### src/rtl/sorter_host_ctrl.sv
// rtl/sorter_host_ctrl.sv - host initiator: streams a batch into the Sorter, starts it, streams it back sorted
// Optional SORTER_HOST_CHECK_EN adds sort_err, a sticky order check on the unloaded stream.
module sorter_host_ctrl #(
  parameter int AW = 3,
  parameter int DW = 8
) (
  input  logic          clk,
  input  logic          nrst,
  input  logic          in_valid,
  input  logic [DW-1:0] in_data,
  output logic          in_ready,
  output logic          out_valid,
  output logic [DW-1:0] out_data,
  input  logic          out_ready,
  output logic          s_start,
  output logic          s_wr,
  output logic [AW-1:0] s_addr,
  output logic [DW-1:0] s_datain,
  input  logic          s_ready,
  input  logic [DW-1:0] s_dataout,
  output logic          busy,
  output logic [15:0]   sort_cycles
`ifdef SORTER_HOST_CHECK_EN
  ,
  output logic          sort_err
`endif
);

  typedef enum logic [2:0] {
    ST_LOAD, ST_START, ST_BUSY, ST_DONE, ST_UNLOAD, ST_FETCH, ST_HOLD
  } state_t;

  localparam logic [AW-1:0] K_LAST = '1;

  state_t        state;
  logic [AW-1:0] k;
  logic [15:0]   count;
`ifdef SORTER_HOST_CHECK_EN
  logic [DW-1:0] prev_data;
`endif

  always_comb begin
    in_ready = (state == ST_LOAD);
    s_wr     = (state == ST_LOAD) && in_valid;
    s_datain = in_data;
    s_addr   = k;
  end

  always_ff @(posedge clk or negedge nrst) begin
    if (!nrst) begin
      state       <= ST_LOAD;
      k           <= '0;
      count       <= '0;
      out_valid   <= 1'b0;
      out_data    <= '0;
      s_start     <= 1'b0;
      busy        <= 1'b0;
      sort_cycles <= '0;
`ifdef SORTER_HOST_CHECK_EN
      prev_data   <= '0;
      sort_err    <= 1'b0;
`endif
    end else begin
      case (state)
        ST_LOAD: begin
          if (in_valid) begin
            if (k == K_LAST) begin
              k     <= '0;
              state <= ST_START;
            end else begin
              k <= k + 1'b1;
            end
          end
        end
        ST_START: begin
          // Only start a Sorter that reports ready; the pulse lands in the first BUSY cycle.
          if (s_ready) begin
            s_start <= 1'b1;
            busy    <= 1'b1;
            count   <= '0;
            state   <= ST_BUSY;
          end
        end
        ST_BUSY: begin
          s_start <= 1'b0;
          if (count != 16'hFFFF) count <= count + 16'd1;
          if (!s_ready) state <= ST_DONE;
        end
        ST_DONE: begin
          if (count != 16'hFFFF) count <= count + 16'd1;
          if (s_ready) begin
            busy        <= 1'b0;
            sort_cycles <= count;
            state       <= ST_UNLOAD;
          end
        end
        ST_UNLOAD: state <= ST_FETCH;
        ST_FETCH: begin
          out_data  <= s_dataout;
          out_valid <= 1'b1;
          state     <= ST_HOLD;
`ifdef SORTER_HOST_CHECK_EN
          if ((k != '0) && (s_dataout < prev_data)) sort_err <= 1'b1;
          prev_data <= s_dataout;
`endif
        end
        ST_HOLD: begin
          if (out_ready) begin
            out_valid <= 1'b0;
            if (k == K_LAST) begin
              k     <= '0;
              state <= ST_LOAD;
            end else begin
              k     <= k + 1'b1;
              state <= ST_UNLOAD;
            end
          end
        end
        default: state <= ST_LOAD;
      endcase
    end
  end

endmodule

### config.mk
export PLATFORM = sky130hd
export DESIGN_NAME = sorter_host_ctrl
export DESIGN_NICKNAME = d
export VERILOG_FILES = /design/src/rtl/sorter_host_ctrl.sv
export SDC_FILE = /design/constraint.sdc
export NUM_CORES = 1
export LEC_CHECK = 0
export CORE_ASPECT_RATIO = 1.1
export CORE_UTILIZATION = 36
export CTS_BUF_LIST = sky130_fd_sc_hd__clkbuf_16
export CTS_CLUSTER_DIAMETER = 200
export DETAILED_ROUTE_END_ITERATION = 16
export GPL_ROUTABILITY_DRIVEN = 0
export GPL_TIMING_DRIVEN = 0
export HOLD_SLACK_MARGIN = 0.15
export SYNTH_ARGS = -nofsm -noshare
export SYNTH_HDL_FRONTEND = slang
export SYNTH_SLANG_ARGS = --single-unit
### constraint.sdc
create_clock -name clk -period 2.7 [get_ports clk]
set_clock_uncertainty 0.05 [all_clocks]
set_input_delay 0.54 -clock clk [delete_from_list [all_inputs] [get_ports clk]]
set_output_delay 0.54 -clock clk [all_outputs]
set_load 0.01 [all_outputs]
# Word-level counts from Yosys, hierarchy flattened
# Cells that the tools add are included.
dict set report totals {
  regBits 49
  latch_bits 0
  mem_bits_rw 0
  romBits 0
  inputBits 21
  out_inout_bits 40
  elab_cells 61
  memories 0
}
dict set report op_classes {
  addsub 2
  multipliers 0
  div 0
  order_cmp 0
  n_eq_ne 15
  shifts 0
  muxes 21
  bitwise 0
  reduce_logical 15
}
# op n
set op_table {}
lappend op_table {{$mux 16} 2}
lappend op_table {{$pmux 16 s2} 1}
lappend op_table {{$mux 3} 10}
lappend op_table {{$pmux 3 s7} 1}
lappend op_table {{$add 16x1->16 const B} 1}
lappend op_table {{$ne 16x16->1 const B} 1}
lappend op_table {{$eq 3x3->1 const B} 4}
lappend op_table {{$ne 2x2->1 const B} 5}
lappend op_table {{$reduce_bool 2->1} 5}
lappend op_table {{$reduce_and 3->1} 3}
lappend op_table {{$eq 3x2->1 const B} 2}
lappend op_table {{$pmux 1 s2} 3}
lappend op_table {{$pmux 3 s2} 1}
lappend op_table {{$reduce_and 2->1} 3}
lappend op_table {{$reduce_and 6->1} 1}
lappend op_table {{$ne 2x1->1 const B} 2}
lappend op_table {{$add 3x1->3 const B} 1}
lappend op_table {{$eq 3x1->1 const B} 1}
lappend op_table {{$logic_not 3->1} 1}
lappend op_table {{$mux 1} 3}
lappend op_table {{$reduce_or 2->1} 1}
lappend op_table {{$logic_and 1x1->1} 1}

# Depth between registers and ports, before layout
# Gate-level depths: netlist (run 1).
dict set report logic_depth {
  word_depth 4
  depth_mapped 7
  mapped_depth_nobuf 5
}

# Least setup slack after synthesis (run 1)
# Ideal clock, no wire load.
dict set report synth_timing {
  path_kind {reg-to-reg}
  from {register count[0]}
  to {register count[7]}
  arrival_ns 1.713
  slack_ns 0.804
  stages_incl_launch_ff 7
  path_buffers 1
  synth_period_minus_slack_ns 1.896
  path_cell_list {dfrtp_1 > ha_1 > nand3_4 > or4_4 > buf_6 > a32oi_1 > nand2_1}
}
dict set report synth_between {
  elab_chain_cells 3
  word_cells_on_any_way 6
  cone_classes {add/sub (1); eq/ne (2); mux (2); reduce/logical (1)}
}
# item line_no
set synth_lines {}
lappend synth_lines {{from (decl)} 37} ;# logic [15:0] count;
lappend synth_lines {{from (signal assigned)} 86} ;# if (count != 16'hFFFF) count <= count + 16'd1;
lappend synth_lines {{from (signal assigned)} 90} ;# if (count != 16'hFFFF) count <= count + 16'd1;
lappend synth_lines {{$add 16x1->16 / $ne 16x16->1 (equally long branches)} {86, 90}}
lappend synth_lines {{$mux 16 / $ne 2x1->1 (equally long branches)} -}
lappend synth_lines {{$pmux 16 s2 / $reduce_and 3->1 (equally long branches)} -}
# Parallel ways exist; a longest one is shown, timed or not. The select of a mux whose other input is x is not followed.
# A chain may end at the register's enable or synchronous reset.

# Final worst setup path (run 1)
dict set report layout_timing {
  from {register state[0]}
  to {output port s_wr}
}
dict set report layout_between {
  elab_chain_cells 2
}
# item line_no
set layout_lines {}
lappend layout_lines {{from (decl)} 35} ;# state_t state;
lappend layout_lines {{from (signal assigned)} 51} ;# state <= ST_LOAD;
lappend layout_lines {{from (signal assigned)} 69} ;# state <= ST_START;
lappend layout_lines {{from (signal assigned)} 81} ;# state <= ST_BUSY;
lappend layout_lines {{$logic_not 3->1} 44} ;# s_wr = (state == ST_LOAD) && in_valid;
lappend layout_lines {{$logic_and 1x1->1} 44}
lappend layout_lines {{to (decl)} 16} ;# output logic s_wr,
# No other way between the ends.

==> summary.md, run 1 <==
| Metric | Value |
|---|---|
| Synth Net Count | `239` |
| Cell with the most instances after synthesis | `dfrtp_1` |
| Port buffer count | `52` |
| DPL Wire Length | `3.63 mm` |
| PostCTS Resize Cnt | `0` |
| Design Area, Final | `3160 µm²` |
| Drt total wl | `5.22 mm` |
| Core area | `6310 µm²` |
| Slew Viols, Final | `0` |
| Clock share of power | `0.184` |
| Synth area leaders | `dfrtp_1 (51%), mux2_2 (11%), a31oi_1 (3.4%)` |
| DRC Markers | `0` |
| Seq cells post-synth | `49` |
| Setup TNS | `0 ps` |
| # rows | `30` |
| FF+latch area | `1230 µm²` |
| Cell area after synthesis | `2390 µm²` |
| Hold_ws | `142 ps` |
| Final setup violation count | `0` |
| Critical Path RT | `2110 ps` |
| Total congestion overflow | `0` |
| Post-synthesis cell type count | `46` |
| Unrepaired setup endpoints after global routing | `false` |
| Worst EP arrival | `1930 ps` |
| Status | `complete, no violations` |
| Max Buffers Root-to-Sink | `2` |
| CP Max Fanout | `10` |
| Pre-CTS setup slack | `181 ps` |
| Fill count | `609` |
| Layout cells sized above 1 | `0.189` |
| Max rail drop VDD | `506 µV` |
| Sw power | `1.11 mW` |
| Worst relative slew slack | `0.561` |
| DIE WIDTH | `79.8 µm` |
| Max Cap Viol | `0` |
| Starting density of the core | `0.380` |
| Cells after synthesis | `215` |
| Register share of total power | `0.374` |
| Area leader, netlist | `dfrtp_1` |
| Top-Level Pins | `61` |
| Pwr per Cell Area | `1000 nW/µm²` |
| CTS Buf Count | `5` |
| Switching share of power | `0.351` |
| Crit start category | `register` |
| Int Pwr | `2.06 mW` |
| Synth top area share | `0.512` |
| Clock-pin slew on the worst setup and hold paths | `60 ps` |
| Hold crit path type | `in -> async` |
| Register area share after synthesis | `0.512` |
| Root Buffer Master | `clkbuf_16` |
| Final critical-path required period | `2520 ps` |
| DR WL/cell | `14.7 µm` |
| Post-synth top cells | `dfrtp_1 (49), mux2_2 (24), nand2_1 (16), a31oi_1 (13), a21oi_1 (12)` |
| Post-synth EDFFs | `0` |
| First-pass GRT wire length | `8.58 mm` |
| Combinational fraction of design power | `0.441` |
| Setup bufs post-CTS | `0` |
| Synth Warn # | `0` |
| DR pass1 iterations | `4` |
| Fin crit share | `0.935` |
| Final worst slack | `176 ps` |
| Antenna Cells | `0` |
| H-Tree Depth | `2` |
| Largest net degree at the start of global routing | `32` |
| WS Path Type | `reg -> out` |
| Final Hold Viols | `0` |
| Area Growth Syn to Fin | `32.1%` |
| Initial antenna violation count | `0` |
| Fmax | `0.396 GHz` |
| Vias | `1889` |
| Leakage | `1.39 nW` |
| Die Ht | `87.5 µm` |
| Post-CTS Hold Buffers | `0` |
| Antenna viol nets, final | `0` |
| Syn avg cell area | `11.1 µm²` |
| Vias in the first global route | `1766` |
| Drt initial violations | `174` |
| Area of the multi-input gates | `1040 µm²` |
| Vias per inst | `5.32` |
| Nature of the critical path endpoint | `output port` |
| CTS tree | `built` |
| DP Area | `3030 µm²` |
| Worst skew pair latency | `290 ps` |
| Die ar. | `6980 µm²` |
| Tightest Pin Transition | `658 ps` |
| Fin nets | `299` |
| Ys async rst share | `1.00` |
| Final core utilization | `0.502` |
| Num Clock Sinks | `49` |
| Dominant synthesized flop cell | `dfrtp_1` |
| GR Util All Layers | `0.161` |
-- cells by family (layout without fill, tap and decap cells) --
family	count (synthesis)	after routing	share of synthesized area
AO/OA/AOI/OAI	53	53	0.145
adder cells (fa/ha/maj)	3	3	0.0157
buffers and inverters	23	83	0.0543
flip-flops	49	49	0.512
multiplexers	25	25	0.117
AND/OR/NAND/NOR	62	62	0.156
-- through the flow --
| stage | std cells | total power, mW |
|---|---|---|
| 2_1_floorplan | 215 | 1.97 |
| 3_3_place_gp | 347 | 2.58 |
| 3_5_place_dp | 348 | 2.60 |
| 4_1_cts | 355 | 3.20 |
| 5_1_grt | 355 | 3.38 |
| 6_report | 355 | 3.17 |
-- critical path, cell delays in order (launching register included) --
cell and delay (ps):
dfrtp_1 390, clkbuf_1 220, nor3_1 340, and2_1 170
clkdlybuf4s50_1 520
-- final cells by class --
| type | count | share of cell area |
|---|---|---|
| Clock inverter | 2 | 0.00237 |
| Tap cell | 80 | 0.0316 |
| Inverter | 4 | 0.00475 |
| Clock buffer | 5 | 0.0396 |
| Buffer | 19 | 0.0364 |
| Sequential cell | 49 | 0.388 |
| Timing Repair Buffer | 53 | 0.169 |
| Multi-Input combinational cell | 143 | 0.328 |
-- metal layers --
layer | up-vias | wire length, µm | global-route usage
met2 | 57 | 2490 | 0.265
met5 | - | 0 | 0
met4 | 0 | 91 | 0.0552
met3 | 7 | 247 | 0.0427
li1 | 913 | - | -
met1 | 912 | 2400 | 0.205
-- flip-flops by register name (all words and copies together), names as in the netlist --
register / flops
sort_cycles: 16
s_addr: 3
busy: 1
state: 3
s_start: 1
out_valid: 1
count: 16
out_data: 8
-- power by group through the flow --
stage               clock [mW]  sequential, mW  combinational, mW
global placement             0            1.19               1.39
global route             0.625            1.22               1.53
finish                   0.584            1.19               1.40
CTS                      0.602            1.19               1.41
floorplan                    0            1.26              0.712
detailed placement           0            1.20               1.40
-- cell usage in the layout, fill, tap and decap left out, types with 2 or more instances in the layout --
cell type        Yosys  final
a41o_1               3      3
buf_4                8      8
a21oi_1             12     12
mux2_2              24     24
and4_1               3      3
nor2b_1              4      4
ha_1                 3      3
o21ai_0             10     10
nand3_1              6      6
clkdlybuf4s50_1      0     51
dfrtp_1             49     49
nor2_1               9      9
clkbuf_16            0      5
and3_1               2      2
nand2_1             16     16
inv_1                4      5
nor3_1               5      5
a31oi_1             13     13
nand4_1              4      4
nand2b_1             2      2
a21o_1               2      2
and2_1               2      2
buf_2                4      5
o21a_1               2      2
clkbuf_1             5      5
-- path summary, 6_finish.rpt --
| path | cells past startpoint | slack (ps) | start | end |
|---|---|---|---|---|
| min | 1 | 140 | nrst | sort_cycles[0] |
| min in group clk | 2 | 430 | sort_cycles[1] | sort_cycles[1] |
| max | 4 | 180 | state[0] | s_wr |
| max in group asynchronous | 2 | 1940 | nrst | count[15] |
| max reg2reg | 5 | 580 | count[0] | count[1] |
| min reg2reg | 2 | 430 | sort_cycles[1] | sort_cycles[1] |
Note: power is estimated with default switching activity, not from simulation.
==> run 2: changes to the inputs <==
- GPL_ROUTABILITY_DRIVEN: 0 -> default
==> results of run 2 <==
Final layout, timing and power as in run 1 (identical DEF).
==> run 3: changes to the inputs <==
- RECOVER_POWER: default -> 50
==> run 3 against run 2 <==
Against the previous run: total power decreased by 0.34%; sequential share of layout area increased by 0.22 points; non-clock buffer count unchanged; maximum frequency about the same; wire length about the same; worst setup slack about the same; flip-flop and latch count unchanged; highest routed layer unchanged; design area decreased by 0.55%.
==> summary.md, run 3 (synthesized netlist as in run 1, its figures left out) <==
| Metric | Value |
|---|---|
| Status | `complete, no violations` |
| Post-CTS Hold Buffers | `0` |
| Root Buffer Master | `clkbuf_16` |
| Sw power | `1.11 mW` |
| Register share of total power | `0.375` |
| Fin nets | `299` |
| DRC Markers | `0` |
| Unrepaired setup endpoints after global routing | `false` |
| Vias in the first global route | `1766` |
| Switching share of power | `0.351` |
| Area Growth Syn to Fin | `31.3%` |
| CTS tree | `built` |
| Crit start category | `register` |
| Clock-pin slew on the worst setup and hold paths | `60 ps` |
| Worst skew pair latency | `290 ps` |
| Setup bufs post-CTS | `0` |
| CTS Buf Count | `5` |
| DR WL/cell | `14.7 µm` |
| Setup TNS | `0 ps` |
| Vias per inst | `5.33` |
| Die Ht | `87.5 µm` |
| Leading cell type in the layout, fill and taps excluded | `dfrtp_1` |
| Worst EP arrival | `1930 ps` |
| DR pass1 iterations | `4` |
| Fmax | `0.396 GHz` |
| DPL Wire Length | `3.63 mm` |
| Biggest registers after layout | `count (16), sort_cycles (16), out_data (8)` |
| Max Cap Viol | `0` |
| Antenna viol nets, final | `0` |
| DIE WIDTH | `79.8 µm` |
| Drt initial violations | `200` |
| H-Tree Depth | `2` |
| Top-Level Pins | `61` |
| Combinational fraction of design power | `0.439` |
| Final Hold Viols | `0` |
| PostCTS Resize Cnt | `0` |
| Leakage | `1.38 nW` |
| Tightest Pin Transition | `965 ps` |
| Int Pwr | `2.05 mW` |
| Most frequent cells in the layout | `dfrtp_1 (49), clkdlybuf4s50_1 (42), mux2_2 (24), nand2_1 (16), a31oi_1 (13)` |
| Fin crit share | `0.935` |
| Critical Path RT | `2110 ps` |
| Final setup violation count | `0` |
| Max Buffers Root-to-Sink | `2` |
| Antenna Cells | `0` |
| Drt total wl | `5.23 mm` |
| Hold_ws | `334 ps` |
| Inst Count DP | `348` |
| First-pass GRT wire length | `8.58 mm` |
| Worst reg2reg path startpoint | `count[0]` |
| Die ar. | `6980 µm²` |
| Routability cong. | `0.816` |
| CP Max Fanout | `10` |
| # rows | `30` |
| Hold crit path type | `in -> async` |
| Crit path from | `state[0]` |
| Starting density of the core | `0.380` |
| WS Path Type | `reg -> out` |
| Clock share of power | `0.185` |
| Design Area, Final | `3150 µm²` |
| Vias | `1893` |
| Non-Filler Instances | `355` |
| Total congestion overflow | `0` |
| Port buffer count | `52` |
| Initial antenna violation count | `0` |
| Core area | `6310 µm²` |
| Layout cells sized above 1 | `0.182` |
| Pwr per Cell Area | `1000 nW/µm²` |
| Max rail drop VDD | `506 µV` |
| GR Util All Layers | `0.161` |
| Worst relative slew slack | `0.357` |
| DP Area | `3030 µm²` |
| Largest net degree at the start of global routing | `32` |
| Num Clock Sinks | `49` |
| Final critical-path required period | `2520 ps` |
| Nature of the critical path endpoint | `output port` |
| Slew Viols, Final | `0` |
## run 3: cell types whose count changed in the layout (fill, tap and decap cells not counted), sizes merged
cell           change
dlygate4sd3        +9
buf                -3
clkbuf             +3
clkdlybuf4s50      -9
## run 3: through the flow
| stage | utilization | setup slack, ps | total power [mW] |
|---|---|---|---|
| final | 0.499 | 176 | 3.16 |
| after global placement | 0.478 | -426 | 2.58 |
| after floorplan | - | 804 | 1.97 |
| after global routing | 0.499 | 5.55 | 3.37 |
| after CTS | 0.502 | 142 | 3.20 |
| after detailed placement | 0.481 | 181 | 2.60 |
## run 3: worst paths after layout
path | end | slack, ps | cells after the start
max | s_wr | 180 | 4
min | sort_cycles[0] | 330 | 1
max reg2reg | count[1] | 580 | 5
min reg2reg | sort_cycles[1] | 430 | 2
max in group asynchronous | count[15] | 940 | 2
min in group clk | sort_cycles[1] | 430 | 2
## run 3: worst max-delay path: stages, from the launching register on
cell,delay (ps)
dfrtp_1,390
clkbuf_1,220
nor3_1,340
and2_1,170
clkdlybuf4s50_1,520
## run 3: final cells by class
cell class | count | area, µm²
tap | 80 | 100
inverter | 4 | 15.0
clock buffer | 5 | 125
fill | 613 | 3160
buffer | 19 | 114
sequential | 49 | 1230
clock inverter | 2 | 7.51
timing repair buffer | 53 | 519
multi-input combinational | 143 | 1040
## run 3: power by group through the flow
| stage | logic, mW | clock network [mW] | registers [mW] |
|---|---|---|---|
| 2_1_floorplan | 0.712 | 0 | 1.26 |
| 3_3_place_gp | 1.39 | 0 | 1.19 |
| 3_5_place_dp | 1.40 | 0 | 1.20 |
| 4_1_cts | 1.41 | 0.602 | 1.19 |
| 5_1_grt | 1.52 | 0.625 | 1.22 |
| 6_report | 1.39 | 0.585 | 1.19 |
## run 3: metal layers
layer  up-vias  GRT usage  routed length (µm)
met3         7     0.0427                 283
li1        913          -                   -
met5         -          0                   0
met1       913      0.205                2340
met4         0     0.0552                  91
met2        60      0.265                2510
